### config.mk
export PLATFORM = sky130hd
export DESIGN_NAME = pwm_seq_ctrl_flat
export DESIGN_NICKNAME = d
export VERILOG_FILES = /design/src/rtl/pwm_seq_ctrl_pkg.sv /design/src/rtl/pwm_seq_ctrl_if.sv /design/src/rtl/pwm_seq_ctrl_table.sv /design/src/rtl/pwm_seq_ctrl.sv /design/src/flat_wrapper.sv
export SDC_FILE = /design/constraint.sdc
export NUM_CORES = 1
export LEC_CHECK = 0
export BUFFER_PORTS_ARGS = -buffer_cell sky130_fd_sc_hd__buf_2
export CORE_MARGIN = 5
export CORE_UTILIZATION = 45
export DETAILED_ROUTE_END_ITERATION = 10
export PLACE_DENSITY = 0.62
export SLEW_MARGIN = 20
export SYNTH_ARGS = -nofsm -noshare
export SYNTH_HDL_FRONTEND = slang
export SYNTH_SLANG_ARGS = --single-unit
export TNS_END_PERCENT = 20
### constraint.sdc
create_clock -name sys_clk -period 8.1 [get_ports sys_clk]
set_input_delay 1.62 -clock sys_clk [delete_from_list [all_inputs] [get_ports sys_clk]]
set_output_delay 1.62 -clock sys_clk [all_outputs]
set_load 0.005 [all_outputs]
### src/rtl/pwm_seq_ctrl_pkg.sv
// Shared types and table geometry for the PWM sequencer slice.
// Index and length widths are derived once here from the table depth.
package pkg_pwm_seq;

    localparam int SEQ_DEPTH = 8;
    localparam int SEQ_IDX_W = $clog2(SEQ_DEPTH);
    localparam int SEQ_LEN_W = SEQ_IDX_W + 1;

    typedef enum logic [2:0] {
        ST_IDLE,
        ST_FETCH,
        ST_ARM,
        ST_WAIT_LD,
        ST_HOLD,
        ST_DONE
    } pwm_seq_state_t;

endpackage

### src/rtl/pwm_seq_ctrl_if.sv
// Link between the sequencer and one PWM channel: configuration values and
// the load-trigger request out, period-match and load-complete pulses back.
interface pwm_seq_ctrl_if #(
    parameter int N = 16
);

    logic [N-1:0] cfg_pr;
    logic [N-1:0] cfg_dc;
    logic         ld_trg_set;
    logic         pr_match_event;
    logic         ld_done;

    modport master (
        output cfg_pr,
        output cfg_dc,
        output ld_trg_set,
        input  pr_match_event,
        input  ld_done
    );

    modport slave (
        input  cfg_pr,
        input  cfg_dc,
        input  ld_trg_set,
        output pr_match_event,
        output ld_done
    );

endinterface

### src/rtl/pwm_seq_ctrl_table.sv
// Sequencer entry store: one synchronous write port, one combinational read
// port, so a fetch in the same cycle as a write to that slot sees old data.
module pwm_seq_table
    import pkg_pwm_seq::*;
#(
    parameter int N     = 16,
    parameter int DEPTH = SEQ_DEPTH,
    parameter int RPT_W = 8,
    parameter int IDX_W = SEQ_IDX_W
) (
    input  logic             sys_clk,
    input  logic             sys_rst,
    input  logic             we,
    input  logic [IDX_W-1:0] waddr,
    input  logic [N-1:0]     wpr,
    input  logic [N-1:0]     wdc,
    input  logic [RPT_W-1:0] wrpt,
    input  logic [IDX_W-1:0] raddr,
    output logic [N-1:0]     rpr,
    output logic [N-1:0]     rdc,
    output logic [RPT_W-1:0] rrpt
);

    logic [N-1:0]     pr_mem  [DEPTH];
    logic [N-1:0]     dc_mem  [DEPTH];
    logic [RPT_W-1:0] rpt_mem [DEPTH];

    always_ff @(posedge sys_clk) begin
        if (sys_rst) begin
            for (int i = 0; i < DEPTH; i++) begin
                pr_mem[i]  <= '0;
                dc_mem[i]  <= '0;
                rpt_mem[i] <= '0;
            end
        end else if (we) begin
            pr_mem[waddr]  <= wpr;
            dc_mem[waddr]  <= wdc;
            rpt_mem[waddr] <= wrpt;
        end
    end

    assign rpr  = pr_mem[raddr];
    assign rdc  = dc_mem[raddr];
    assign rrpt = rpt_mem[raddr];

endmodule

### src/rtl/pwm_seq_ctrl.sv
// Table-driven PWM reprogramming sequencer: presents each (period, duty) entry,
// requests a shadow load, then holds it for repeat+1 PWM periods.
module pwm_seq_ctrl
    import pkg_pwm_seq::*;
#(
    parameter int N     = 16,
    parameter int DEPTH = SEQ_DEPTH,
    parameter int RPT_W = 8
) (
    input  logic                 sys_clk,
    input  logic                 sys_rst,
    input  logic                 seq_start,
    input  logic                 seq_stop,
    input  logic                 seq_loop,
    input  logic [SEQ_LEN_W-1:0] seq_len,
    input  logic                 tbl_we,
    input  logic [SEQ_IDX_W-1:0] tbl_addr,
    input  logic [N-1:0]         tbl_wpr,
    input  logic [N-1:0]         tbl_wdc,
    input  logic [RPT_W-1:0]     tbl_wrpt,
    pwm_seq_ctrl_if.master       pwm,
    output logic                 busy,
    output logic [SEQ_IDX_W-1:0] seq_idx,
    output logic                 seq_done,
    output logic                 seq_err
);

    pwm_seq_state_t       state;
    logic [SEQ_IDX_W-1:0] idx;
    logic [SEQ_IDX_W-1:0] last_idx;
    logic                 loop_en;
    logic [RPT_W-1:0]     rpt_q;
    logic [RPT_W-1:0]     cnt;
    logic [N-1:0]         cfg_pr_q;
    logic [N-1:0]         cfg_dc_q;
    logic                 ld_trg_q;
    logic [N-1:0]         rd_pr;
    logic [N-1:0]         rd_dc;
    logic [RPT_W-1:0]     rd_rpt;
    logic                 start_ok;
    logic                 advance;

    pwm_seq_table #(
        .N     (N),
        .DEPTH (DEPTH),
        .RPT_W (RPT_W),
        .IDX_W (SEQ_IDX_W)
    ) u_table (
        .sys_clk (sys_clk),
        .sys_rst (sys_rst),
        .we      (tbl_we),
        .waddr   (tbl_addr),
        .wpr     (tbl_wpr),
        .wdc     (tbl_wdc),
        .wrpt    (tbl_wrpt),
        .raddr   (idx),
        .rpr     (rd_pr),
        .rdc     (rd_dc),
        .rrpt    (rd_rpt)
    );

    assign start_ok = (seq_len != '0) && (seq_len <= SEQ_LEN_W'(DEPTH));

    // The load pulse itself is period 1; a match arriving with it is not counted.
    always_comb begin
        advance = 1'b0;
        if (state == ST_WAIT_LD && pwm.ld_done && rpt_q == '0) begin
            advance = 1'b1;
        end
        if (state == ST_HOLD && pwm.pr_match_event && cnt == RPT_W'(1)) begin
            advance = 1'b1;
        end
    end

    always_ff @(posedge sys_clk) begin
        if (sys_rst) begin
            state    <= ST_IDLE;
            idx      <= '0;
            last_idx <= '0;
            loop_en  <= 1'b0;
            rpt_q    <= '0;
            cnt      <= '0;
            cfg_pr_q <= '0;
            cfg_dc_q <= '0;
            ld_trg_q <= 1'b0;
            busy     <= 1'b0;
            seq_idx  <= '0;
            seq_done <= 1'b0;
            seq_err  <= 1'b0;
        end else if (seq_stop) begin
            state    <= ST_IDLE;
            busy     <= 1'b0;
            ld_trg_q <= 1'b0;
            seq_done <= 1'b0;
        end else begin
            ld_trg_q <= 1'b0;
            seq_done <= 1'b0;
            if (advance) begin
                if (idx != last_idx) begin
                    idx   <= idx + 1'b1;
                    state <= ST_FETCH;
                end else if (loop_en) begin
                    idx   <= '0;
                    state <= ST_FETCH;
                end else begin
                    seq_done <= 1'b1;
                    state    <= ST_DONE;
                end
            end else begin
                case (state)
                    ST_IDLE: begin
                        if (seq_start) begin
                            if (start_ok) begin
                                last_idx <= SEQ_IDX_W'(seq_len - 1'b1);
                                loop_en  <= seq_loop;
                                idx      <= '0;
                                seq_err  <= 1'b0;
                                busy     <= 1'b1;
                                state    <= ST_FETCH;
                            end else begin
                                seq_err <= 1'b1;
                            end
                        end
                    end
                    ST_FETCH: begin
                        cfg_pr_q <= rd_pr;
                        cfg_dc_q <= rd_dc;
                        rpt_q    <= rd_rpt;
                        seq_idx  <= idx;
                        ld_trg_q <= 1'b1;
                        state    <= ST_ARM;
                    end
                    ST_ARM: state <= ST_WAIT_LD;
                    ST_WAIT_LD: begin
                        if (pwm.ld_done) begin
                            cnt   <= rpt_q;
                            state <= ST_HOLD;
                        end
                    end
                    ST_HOLD: begin
                        if (pwm.pr_match_event) begin
                            cnt <= cnt - 1'b1;
                        end
                    end
                    ST_DONE: begin
                        busy  <= 1'b0;
                        state <= ST_IDLE;
                    end
                    default: state <= ST_IDLE;
                endcase
            end
        end
    end

    assign pwm.cfg_pr     = cfg_pr_q;
    assign pwm.cfg_dc     = cfg_dc_q;
    assign pwm.ld_trg_set = ld_trg_q;

endmodule

### src/flat_wrapper.sv
// flat-port wrapper written by rule: the top's interface ports become plain ports
module pwm_seq_ctrl_flat import pkg_pwm_seq::*;
#(
    parameter int N     = 16,
    parameter int DEPTH = SEQ_DEPTH,
    parameter int RPT_W = 8
)
  (sys_clk, sys_rst, seq_start, seq_stop, seq_loop, seq_len, tbl_we, tbl_addr, tbl_wpr, tbl_wdc, tbl_wrpt, busy, seq_idx, seq_done, seq_err, pwm_cfg_pr, pwm_cfg_dc, pwm_ld_trg_set, pwm_pr_match_event, pwm_ld_done);
  pwm_seq_ctrl_if #(.N(N)) pwm_i ();
  input  logic sys_clk;
  input  logic sys_rst;
  input  logic seq_start;
  input  logic seq_stop;
  input  logic seq_loop;
  input  logic [SEQ_LEN_W-1:0] seq_len;
  input  logic tbl_we;
  input  logic [SEQ_IDX_W-1:0] tbl_addr;
  input  logic [N-1:0] tbl_wpr;
  input  logic [N-1:0] tbl_wdc;
  input  logic [RPT_W-1:0] tbl_wrpt;
  output logic busy;
  output logic [SEQ_IDX_W-1:0] seq_idx;
  output logic seq_done;
  output logic seq_err;
  output wire logic [$bits(pwm_i.cfg_pr)-1:0] pwm_cfg_pr;
  output wire logic [$bits(pwm_i.cfg_dc)-1:0] pwm_cfg_dc;
  output wire logic [$bits(pwm_i.ld_trg_set)-1:0] pwm_ld_trg_set;
  input wire logic [$bits(pwm_i.pr_match_event)-1:0] pwm_pr_match_event;
  input wire logic [$bits(pwm_i.ld_done)-1:0] pwm_ld_done;
  assign pwm_cfg_pr = pwm_i.cfg_pr;
  assign pwm_cfg_dc = pwm_i.cfg_dc;
  assign pwm_ld_trg_set = pwm_i.ld_trg_set;
  assign pwm_i.pr_match_event = pwm_pr_match_event;
  assign pwm_i.ld_done = pwm_ld_done;
  pwm_seq_ctrl #(.N(N), .DEPTH(DEPTH), .RPT_W(RPT_W)) u_core (.sys_clk(sys_clk), .sys_rst(sys_rst), .seq_start(seq_start), .seq_stop(seq_stop), .seq_loop(seq_loop), .seq_len(seq_len), .tbl_we(tbl_we), .tbl_addr(tbl_addr), .tbl_wpr(tbl_wpr), .tbl_wdc(tbl_wdc), .tbl_wrpt(tbl_wrpt), .pwm(pwm_i), .busy(busy), .seq_idx(seq_idx), .seq_done(seq_done), .seq_err(seq_err));
endmodule
# ---- Word-level counts from Yosys, hierarchy flattened
# Memories as Yosys holds them, arrays and structs flattened. A register that Yosys moved wholly into a read port is not among the register bits.
# Index checks and enable logic that the tools add are counted.
dict set report totals {
  regBits 25
  latchBits 0
  ram_bits 320
  rom_bits 0
  out_inout_bits 39
  elab_cells 99
  memories 3
}
# name depth width read_ports rd_clocked_by_memory_dff wr line_no
set memory_table {}
lappend memory_table {u_core.u_table.dc_mem 8 16 1 1 8 pwm_seq_ctrl_table.sv:25} ;# logic [N-1:0] dc_mem [DEPTH];
lappend memory_table {u_core.u_table.pr_mem 8 16 1 1 8 pwm_seq_ctrl_table.sv:24} ;# logic [N-1:0] pr_mem [DEPTH];
lappend memory_table {u_core.u_table.rpt_mem 8 8 1 1 8 pwm_seq_ctrl_table.sv:26} ;# logic [RPT_W-1:0] rpt_mem [DEPTH];
dict set report op_classes {
  n_addsub 3
  multipliers 0
  div_mod_pow 0
  order_cmp 1
  n_eq_ne 16
  n_shift 0
  n_mux 38
  bitwise 2
  n_reduce_logical 26
}
# op n
set op_table {}
lappend op_table {{2-to-1 mux 3 bit} 15}
lappend op_table {{2-to-1 mux 16 bit} 2}
lappend op_table {{OR reduction 16 bit} 2}
lappend op_table {{2-to-1 mux 8 bit} 3}
lappend op_table {{one-hot mux 8 bit (2 select lines)} 1}
lappend op_table {{2-to-1 mux 1 bit} 15}
lappend op_table {{one-hot mux 3 bit (5 select lines)} 1}
lappend op_table {{AND reduction 5 bit} 3}
lappend op_table {{AND reduction 4 bit} 3}
lappend op_table {{nonzero test 2 bit} 5}
lappend op_table {{!= test 3 x 2 -> 1 bit (second input constant)} 3}
lappend op_table {{equality test 8 x 1 -> 1 bit (second input constant)} 1}
lappend op_table {{zero test 8 bit} 1}
lappend op_table {{OR reduction 8 bit} 1}
lappend op_table {{subtractor 8 x 1 -> 8 bit (second input constant)} 1}
lappend op_table {{equality test 3 x 2 -> 1 bit (second input constant)} 2}
lappend op_table {{equality test 3 bit (second input constant)} 2}
lappend op_table {{!= test 2 bit (second input constant)} 3}
lappend op_table {{logical AND 1 bit} 5}
lappend op_table {{less-or-equal comparator 4 bit (second input constant)} 1}
lappend op_table {{!= test 2 x 1 -> 1 bit (second input constant)} 2}
lappend op_table {{nonzero test 4 bit} 1}
lappend op_table {{OR reduction 4 bit} 1}
lappend op_table {{adder 3 x 1 -> 3 bit (second input constant)} 1}
lappend op_table {{10 further kinds} 11}

# ---- Depth between registers and ports, before layout
# Gate-level depths: netlist of the first run.
dict set report logic_depth {
  ltp_word 7
  mapped_depth 8
  depth_no_buf 7
}

# ---- Hierarchy
# Synthesis of the first run repeated with hierarchy kept, for this count alone.
dict set report hier_totals {
  hier_cells 1253
  area_unflattened_um2 17128.9
}
# mod n_inst cells_each area_each_um2
set modules_own_cells {}
lappend modules_own_cells {pwm_seq_table 1 907 14355.0}
lappend modules_own_cells {pwm_seq_ctrl 1 346 2773.9}

# ---- Worst setup path before layout of the first run
# No wires, ideal clock.
dict set report synth_timing {
  path_kind {input port to flip-flop}
  startpoint {in sys_rst}
  endpoint {mem u_core.u_table.dc_mem[7][0] (enable)}
  setup_time_ns 0.493
  arrival_time_ns 4.658
  setup_slack_ns 2.949
  stages 3
  path_cell_list {inv_1 nand2_1 o21ai_0}
}
# item line_no
set synth_rtl {}
lappend synth_rtl {{start, declared} flat_wrapper.sv:11} ;# input logic sys_rst;
lappend synth_rtl {{end, declared} pwm_seq_ctrl_table.sv:25}

==> impl_metrics.env, run 1 <==
export IMPL_yosys_top_cells_count="320 x and2_1, 320 x edfxtp_1, 80 x mux4_2"
export IMPL_cts_made_buffers=42
export IMPL_grt_util_met1_pct=26.2
export IMPL_grt_use_met3_pct=3.15
export IMPL_cpMaxStageDelayCell="inv_1"
export IMPL_crit_fanout=74
export IMPL_insertion_delay_ns=0.54
export IMPL_ys_ff_latch=385
export IMPL_leakage_uw=0.00658
export IMPL_finalSetupViolCount=0
export IMPL_clockBufferDepth=3
export IMPL_cts_root_buf="clkbuf_16"
export IMPL_power_frac_clock_pct=42.7
export IMPL_die_y_um=203
export IMPL_drc=0
export IMPL_swShare_pct=21.0
export IMPL_synth_fp_nets=1193
export IMPL_grt_overflow_total=0
export IMPL_die_area_mm2=0.0414
export IMPL_status="completed"
export IMPL_wl_per_cell_um=22.4
export IMPL_cp_slowest_stage_delay_ns=0.64
export IMPL_rrSetupSlack_ns=5.07
export IMPL_cap_violations=0
export IMPL_drtIter0Drc=676
export IMPL_yosys_top_cells_area="edfxtp_1 57%, and2_1 12%, mux4_2 11%"
export IMPL_nets=1271
export IMPL_tritoncts="done"
export IMPL_postRouteAntennaNets=0
export IMPL_path_cells="buf_2 -> buf_4 -> inv_1 -> nand2_1 -> nor3_2 -> buf_4 -> or2_2 -> buf_4"
export IMPL_synth_avg_cell_area_um2=14.8
export IMPL_max_freq_ghz=0.222
export IMPL_start_kind="input pin"
export IMPL_comb_power_share_pct=4.6
export IMPL_synth_edf_count=320
export IMPL_track_usage_pct=18.7
export IMPL_fin_cells=1715
export IMPL_hpwl_um=21700
export IMPL_syn_inst=1134
export IMPL_cp_arrival_ns=4.68
export IMPL_slew_headroom_pct=34.4
export IMPL_worstHoldPathType="reg2reg"
export IMPL_grt_first_pass_wirelength_um=59600
export IMPL_peakVddDrop_mv=0.119
export IMPL_core_mm2=0.0368
export IMPL_syn_to_final_growth_pct=13.7
export IMPL_p_switching_uw=911
export IMPL_final_setup_tns_ns=0
export IMPL_hold_buffers=0
export IMPL_min_period_ns=4.51
export IMPL_clock_sinks=385
export IMPL_cts_resized=0
export IMPL_start_util_pct=45.8
export IMPL_grt_start_max_net_pins=84
export IMPL_firstDrtPassIters=5
export IMPL_viasPerCell=5.46
export IMPL_netlist_area_mm2=0.0168
export IMPL_ys_seq_area_share_pct=64.8
export IMPL_intPower_uw=3430
export IMPL_synth_warnings=0
export IMPL_io_pins=94
export IMPL_required_ns=8.27
export IMPL_synth_top_area_share_pct=57.1
export IMPL_end_kind="flop"
export IMPL_synth_area_leader_cell="edfxtp_1"
export IMPL_hold_slack_ns=0.463
export IMPL_cts_clk_slew_worst_paths_ns=0.06
export IMPL_post_cts_buffers=0
export IMPL_hold_violations=0
export IMPL_post_route_period_util_pct=55.7
export IMPL_synthArstFlopShare_pct=0
export IMPL_fin_skew_ns=0.00925
export IMPL_die_w_um=203
export IMPL_synth_distinct_cells=47
export IMPL_rsz0062_at_grt="false"
export IMPL_grt_pass1_vias=9753
export IMPL_ys_flop_type="edfxtp_1"
export IMPL_vias=9361
export IMPL_maxSlewViolCount=0
export IMPL_tightest_slew_ns=0.984
export IMPL_p_per_area_mw_per_mm2=227
export IMPL_use_met2_pct=31.0
export IMPL_seq_power_share_pct=52.7
export IMPL_antenna_found_initial=2
export IMPL_std_cell_rows=70
export IMPL_dpl_cell_count=1636
export IMPL_worst_path_most_repeated_cell="buf_4"
export IMPL_drt_wl_total_um=38500
export IMPL_path_class="in2reg"
export IMPL_drive_above_1_share_pct=22.2
export IMPL_gp_congestion=0.774
export IMPL_io_buffer_count=93
export IMPL_htree_levels=2
export IMPL_top_usage_layer="met2"
[metal layers]
layer	routed length, um	share of wire [%]
met2	18700	49
met4	689	1.8
met3	1830	4.8
met1	17200	45
met5	20	0.052
[through the flow]
step	total power [uW]	setup slack, ns	util, %	instance area, um^2
after detailed placement	2530	3.01	48.4	17800
after global routing	4500	3.39	52.0	19100
after CTS	4390	3.58	52.0	19100
after floorplan	2430	2.95	-	16800
after global placement	2530	3.04	48.4	17800
final	4340	3.59	52.0	19100
[cells by family after synthesis]
kind of cell / after synthesis / synth area share, %
flip-flops: 385 / 64.8
AND/OR/NAND/NOR: 444 / 15.6
buffers and inverters: 87 / 2.10
XOR/XNOR: 5 / 0.260
multiplexers: 125 / 13.4
AO/OA/AOI/OAI: 84 / 3.54
adder cells (fa/ha/maj): 4 / 0.297
[final timing paths]
check,start,to,cells past startpoint
hold reg to reg,u_core.loop_en$_SDFFE_PP0P_,u_core.loop_en$_SDFFE_PP0P_,2
setup reg to reg,u_core.idx[0]$_SDFFE_PP0P_,u_core.pwm.cfg_pr[13]$_SDFFE_PP0P_,4
setup / recovery,sys_rst,u_core.u_table.dc_mem[2][13]$_SDFFCE_PN0P_,8
hold / removal,u_core.loop_en$_SDFFE_PP0P_,u_core.loop_en$_SDFFE_PP0P_,2
[critical path: cells and delay by family]
kind	cells	cell delay, ns
buffers and inverters	5	2.02
AND/OR/NAND/NOR	3	0.94
[layout make-up]
type	count	area [um^2]
fill	3089	17600
sequential	385	10900
multi-input combinational	662	5650
clock buffer	61	1220
timing repair buffer	113	616
tap	468	586
clock inverter	16	120
inverter	8	30.0
antenna	2	5.00
[state kept, by name (all words and copies together), names as in the netlist, 8 cells and up]
register and cells:
u_core.cnt 8, u_core.u_table.pr_mem 128, u_core.u_table.rpt_mem 64, u_core.u_table.dc_mem 128
u_core.pwm.cfg_dc 16, u_core.rpt_q 8, u_core.pwm.cfg_pr 16
[power by group through the flow]
stage               clock, uW  combinational, uW  sequential (uW)
finish                   1860                200             2290
global route             1980                220             2300
CTS                      1890                205             2290
detailed placement          0                205             2330
global placement            0                202             2330
floorplan                   0                113             2320
[placed cells by master (no fill, tap or decap), types with 9 or more instances in the layout]
master       n
dfxtp_1     62
a21oi_1     14
nor3_1       9
a211oi_1    43
mux4_2      80
nor2_1      54
clkbuf_1    13
mux2i_1     45
buf_4       20
nand2_1     15
buf_2       93
clkbuf_16   45
and2_1     320
edfxtp_1   320
Note: power is estimated with default switching activity, not from simulation.
==> inputs of run 2 (changes only) <==
Clock period 8.1 ns to 4.5 ns, I/O delays scaled along.
==> run 2 against run 1 <==
Cell count is 0.35% higher. Worst hold slack gained 0.0070 ns. Total power up 82%. Sequential share of layout area down 0.31 points. First-iteration DRC count down 5.9%. Global-route usage increased by 0.37 points. Die area is the same. Design area up 0.54%. Combinational power up 85%. Critical path type unchanged.
==> impl_metrics.env, run 2 (same netlist as run 1, synthesis figures left out) <==
export IMPL_start_kind="input pin"
export IMPL_fin_skew_ns=0.0199
export IMPL_leakage_uw=0.00664
export IMPL_core_mm2=0.0368
export IMPL_drive_above_1_share_pct=23.0
export IMPL_io_pins=94
export IMPL_grt_pass1_vias=9831
export IMPL_die_area_mm2=0.0414
export IMPL_dpl_cell_count=1644
export IMPL_std_cell_rows=70
export IMPL_syn_to_final_growth_pct=14.3
export IMPL_die_w_um=203
export IMPL_clockBufferDepth=3
export IMPL_drtIter0Drc=636
export IMPL_path_class="in2reg"
export IMPL_p_per_area_mw_per_mm2=410
export IMPL_post_route_period_util_pct=60.5
export IMPL_viasPerCell=5.52
export IMPL_post_cts_buffers=0
export IMPL_grt_start_max_net_pins=84
export IMPL_drc=0
export IMPL_hpwl_um=22800
export IMPL_status="completed"
export IMPL_min_period_ns=2.72
export IMPL_required_ns=4.69
export IMPL_worst_path_most_repeated_cell="buf_4"
export IMPL_antenna_cells=0
export IMPL_cts_root_buf="clkbuf_16"
export IMPL_firstDrtPassIters=5
export IMPL_cts_resized=0
export IMPL_grt_first_pass_wirelength_um=60200
export IMPL_track_usage_pct=19.1
export IMPL_hold_violations=0
export IMPL_start_util_pct=45.8
export IMPL_wl_per_cell_um=22.8
export IMPL_cts_made_buffers=43
export IMPL_maxSlewViolCount=0
export IMPL_peakVddDrop_mv=0.234
export IMPL_hold_buffers=0
export IMPL_nets=1280
export IMPL_grt_overflow_total=0
export IMPL_fin_cells=1721
export IMPL_finalSetupViolCount=0
export IMPL_reg_top3="u_core.u_table.dc_mem (128), u_core.u_table.pr_mem (128), u_core.u_table.rpt_mem (64)"
export IMPL_vias=9508
export IMPL_cap_violations=0
export IMPL_worstHoldPathType="reg2reg"
export IMPL_slew_headroom_pct=28.1
export IMPL_htree_levels=2
export IMPL_cts_clk_slew_worst_paths_ns=0.06
export IMPL_antenna_found_initial=0
export IMPL_gp_congestion=0.753
export IMPL_die_y_um=203
export IMPL_postRouteAntennaNets=0
export IMPL_final_setup_tns_ns=0
export IMPL_fillCellCount=3059
export IMPL_insertion_delay_ns=0.55
export IMPL_end_kind="flop"
export IMPL_max_freq_ghz=0.367
export IMPL_drt_wl_total_um=39200
export IMPL_layout_common_cells="320 x and2_1, 320 x edfxtp_1, 93 x buf_2"
export IMPL_cp_arrival_ns=2.91
export IMPL_tightest_slew_ns=1.08
export IMPL_io_buffer_count=93
export IMPL_cp_slowest_stage_delay_ns=0.65
export IMPL_path_cells="buf_2 -> inv_1 -> buf_4 -> nand2_1 -> o21ai_4 -> buf_4"
export IMPL_crit_fanout=24
export IMPL_rsz0062_at_grt="false"
export IMPL_tritoncts="done"
export IMPL_clock_sinks=385
export IMPL_cpMaxStageDelayCell="o21ai_4"
[run 2: routing by layer]
layer	vias up	track usage (%)	wire length (um)
li1	4388	-	-
met1	4856	26.6	17600
met2	212	31.8	19100
met3	52	3.43	1840
met4	0	4.24	660
met5	-	0	0
[run 2: per-stage QoR]
step | setup WS, ns | hold WS (ns) | power, uW | utilization [%] | cell area, um^2
4_1_cts | 1.74 | 0.474 | 7960 | 52.3 | 19200
3_5_place_dp | 1.17 | 0.460 | 4570 | 48.6 | 17900
3_3_place_gp | 1.23 | 0.454 | 4560 | 48.6 | 17900
5_1_grt | 1.59 | 0.509 | 8160 | 52.3 | 19200
2_1_floorplan | 0.0693 | 0.437 | 4370 | - | 16800
6_report | 1.78 | 0.470 | 7890 | 52.3 | 19200
[run 2: final cells by class]
class / count / area (um^2) / share of cell area, %
Inverter: 8 / 30.0 / 0.156
Clock buffer: 64 / 1250 / 6.48
Sequential cell: 385 / 10900 / 56.7
Clock inverter: 13 / 115 / 0.598
Tap cell: 468 / 586 / 3.04
Timing Repair Buffer: 121 / 701 / 3.64
Multi-Input combinational cell: 662 / 5650 / 29.4
[run 2: final timing paths]
path	startpoint	to	cells after the start	slack, ns
worst max register to register	u_core.idx[0]$_SDFFE_PP0P_	u_core.pwm.cfg_pr[12]$_SDFFE_PP0P_	4	2.05
worst min register to register	u_core.loop_en$_SDFFE_PP0P_	u_core.loop_en$_SDFFE_PP0P_	2	0.47
worst max-delay path	sys_rst	u_core.u_table.pr_mem[7][10]$_SDFFCE_PN0P_	6	1.78
worst min-delay path	u_core.loop_en$_SDFFE_PP0P_	u_core.loop_en$_SDFFE_PP0P_	2	0.47
[run 2: critical path, delay by kind of cell]
family / cells / cell delay [ns]
buf+inv: 4 / 1.10
compound gates: 1 / 0.65
simple gates: 1 / 0.22
[run 2: power by group]
part	switching (uW)	internal, uW	total [uW]	leakage (uW)
sequential	59.2	4060	4120	0.00360
clock	1380	2030	3400	0.000661
combinational	230	139	369	0.00237
total	1660	6220	7890	0.00664
==> inputs of run 3 (changes only) <==
Settings changed: ABC_AREA set to 1, PLACE_DENSITY 0.62 to 0.64.
Clock period 4.5 ns to 2.5 ns, I/O delays scaled along.
==> run 3 against run 2 <==
Cell count up 44%. Sequential cell count unchanged. Design area grew 3.6%. Via count rose by 35%. Sequential power is 80% higher. Combinational power grew to 3.3 times the previous value. Setup slack lost 1.4 ns. Utilization is 0.35 points higher. Critical path type is now reg2reg. Largest cell class unchanged. Largest power group unchanged.
==> impl_metrics.env, run 3 <==
export IMPL_hold_violations=0
export IMPL_cts_resized=0
export IMPL_final_common_cell="nor2_1"
export IMPL_leakage_uw=0.00832
export IMPL_synthAdderAreaFrac_pct=0.289
export IMPL_path_class="reg2reg"
export IMPL_vias=12800
export IMPL_post_route_period_util_pct=86.4
export IMPL_critPathLaunch="u_core.state[1]$_SDFFE_PP0P_"
export IMPL_muxShareOfSynthArea_pct=0
export IMPL_wl_per_cell_um=18.2
export IMPL_grt_first_pass_wirelength_um=70200
export IMPL_post_dp_cell_area_mm2=0.0184
export IMPL_peakVddDrop_mv=0.444
export IMPL_drc=0
export IMPL_ys_flop_type="edfxtp_1"
export IMPL_synth_edf_count=320
export IMPL_p_per_area_mw_per_mm2=772
export IMPL_die_y_um=206
export IMPL_synthArstFlopShare_pct=0
export IMPL_io_pins=94
export IMPL_min_period_ns=2.16
export IMPL_layout_common_cells="584 x nor2_1, 320 x edfxtp_1, 296 x nand2_1"
export IMPL_synth_compound_area_share_pct=8.92
export IMPL_start_util_pct=45.8
export IMPL_start_kind="flop"
export IMPL_worstHoldPathType="in2reg"
export IMPL_synth_simple_area_share_pct=22.2
export IMPL_clock_sinks=385
export IMPL_die_w_um=206
export IMPL_required_ns=2.91
export IMPL_synth_most_common_cell="nor2_1"
export IMPL_clockBufferDepth=3
export IMPL_synth_xor_area_share_pct=0.253
export IMPL_antenna_found_initial=0
export IMPL_std_cell_rows=71
export IMPL_rr_startpoint="u_core.state[1]$_SDFFE_PP0P_"
export IMPL_gp_congestion=0.820
export IMPL_crit_fanout=24
export IMPL_grt_overflow_total=0
export IMPL_die_area_mm2=0.0425
export IMPL_core_mm2=0.0378
export IMPL_post_cts_buffers=0
export IMPL_synth_area_leader_cell="edfxtp_1"
export IMPL_synth_warnings=0
export IMPL_tritoncts="done"
export IMPL_tightest_slew_ns=0.852
export IMPL_cts_root_buf="clkbuf_16"
export IMPL_drtIter0Drc=1083
export IMPL_synth_fp_nets=1912
export IMPL_postRouteAntennaNets=0
export IMPL_io_buffer_count=93
export IMPL_nets=1984
export IMPL_final_area_mm2=0.0199
export IMPL_insertion_delay_ns=0.54
export IMPL_htree_levels=2
export IMPL_min_from="sys_rst"
export IMPL_synth_top_family_by_area="simple AND/OR/NAND/NOR gates"
export IMPL_drt_wl_total_um=45000
export IMPL_syn_to_final_growth_pct=15.1
export IMPL_cts_made_buffers=43
export IMPL_hold_buffers=0
export IMPL_grt_pass1_vias=12700
export IMPL_cts_clk_slew_worst_paths_ns=0.06
export IMPL_yosys_top_cells_count="584 x nor2_1, 320 x edfxtp_1, 312 x nand2_1"
export IMPL_rsz0062_at_grt="false"
export IMPL_rrSetupSlack_ns=0.34
export IMPL_utilization_pct=52.7
export IMPL_viasPerCell=5.18
export IMPL_antenna_cells=0
export IMPL_cap_violations=0
export IMPL_firstDrtPassIters=6
export IMPL_drive_above_1_share_pct=13.2
export IMPL_hpwl_um=27000
export IMPL_maxSlewViolCount=0
export IMPL_final_setup_tns_ns=0
export IMPL_synth_avg_cell_area_um2=9.35
export IMPL_grt_start_max_net_pins=83
export IMPL_netlist_area_mm2=0.0173
export IMPL_cp_arrival_ns=2.57
export IMPL_synth_top_area_share_pct=55.5
export IMPL_fin_skew_ns=0.0198
export IMPL_end_kind="flop"
export IMPL_ys_seq_area_share_pct=63.0
export IMPL_ys_ff_latch=385
export IMPL_finalSetupViolCount=0
export IMPL_reg_top3="u_core.u_table.dc_mem (128), u_core.u_table.pr_mem (128), u_core.u_table.rpt_mem (64)"
export IMPL_status="completed"
export IMPL_yosys_top_cells_area="edfxtp_1 55%, nor2_1 13%, dfxtp_1 7.5%"
export IMPL_synth_distinct_cells=29
export IMPL_max_freq_ghz=0.463
export IMPL_track_usage_pct=21.1
export IMPL_slew_headroom_pct=43.2
export IMPL_syn_inst=1853
## run 3: cell types whose count changed after synthesis, sizes merged, moves of 22 or more
cell    previous run  this run
a211oi            43         0
a21oi             14        84
and2             320         0
clkbuf            58        80
inv                8       118
mux2i             45         0
mux4              80         0
nand2             15       317
nor2              56       585
nor3              14        43
o21a               0        80
o21ai              9       100
## run 3: path summary, 6_finish.rpt
kind / cells after the start / to
worst max-delay path: 10 / u_core.rpt_q[3]$_SDFFE_PP0P_
worst min register to register: 2 / u_core.seq_idx[1]$_SDFFE_PP0P_
worst min-delay path: 2 / u_core.seq_err$_SDFFE_PP0P_
worst max register to register: 10 / u_core.rpt_q[3]$_SDFFE_PP0P_
## run 3: cell type report
type                       instances  area [um^2]
fill                            3476        17900
sequential                       385        10900
multi-input combinational       1238         5520
clock buffer                      52         1150
timing repair buffer             138          878
tap                              511          639
inverter                         119          449
clock inverter                    28          378
## run 3: critical path, stage by stage, from the launching register on
cell and delay, ns:
dfxtp_1 0.41, inv_2 0.08, nand3_2 0.21, nor2_1 0.10, nand2_2 0.10, nand2_4 0.10
nor2_8 0.14, nand2_4 0.23, buf_12 0.27, nor3_2 0.28, nor2_1 0.09
## run 3: cell families (layout without fill, tap and decap cells)
kind of cell,count (synthesis),count (layout)
buffers and inverters,230,337
adders and majority gates,4,4
AOI/OAI and AO/OA,267,267
DFF,385,385
xor gates and xnor gates,5,5
and+or+nand+nor,962,962
## run 3: metrics by stage
step                power, uW  instances  hold slack (ns)  setup WS, ns
floorplan                8300       1853            0.456        0.0524
global placement         8740       2391            0.462         0.354
detailed placement       8760       2391            0.466         0.327
CTS                     15500       2471            0.138         0.323
global route            15900       2471            0.153         0.180
finish                  15400       2471            0.163         0.339
## run 3: where the power goes
part           internal [uW]  total, uW  switching [uW]  leakage, uW
Combinational            358       1200             840      0.00398
Sequential              7310       7430             122      0.00359
Clock                   4220       6770            2550     0.000747
Total                  11900      15400            3510      0.00832
## run 3: routing by layer
layer / vias to the layer above / track usage, % / wire [um]
li1: 6201 / - / -
met1: 6175 / 30.2 / 19700
met2: 389 / 34.9 / 21700
met3: 43 / 3.14 / 3090
met4: 0 / 3.73 / 528
met5: - / 0 / 0
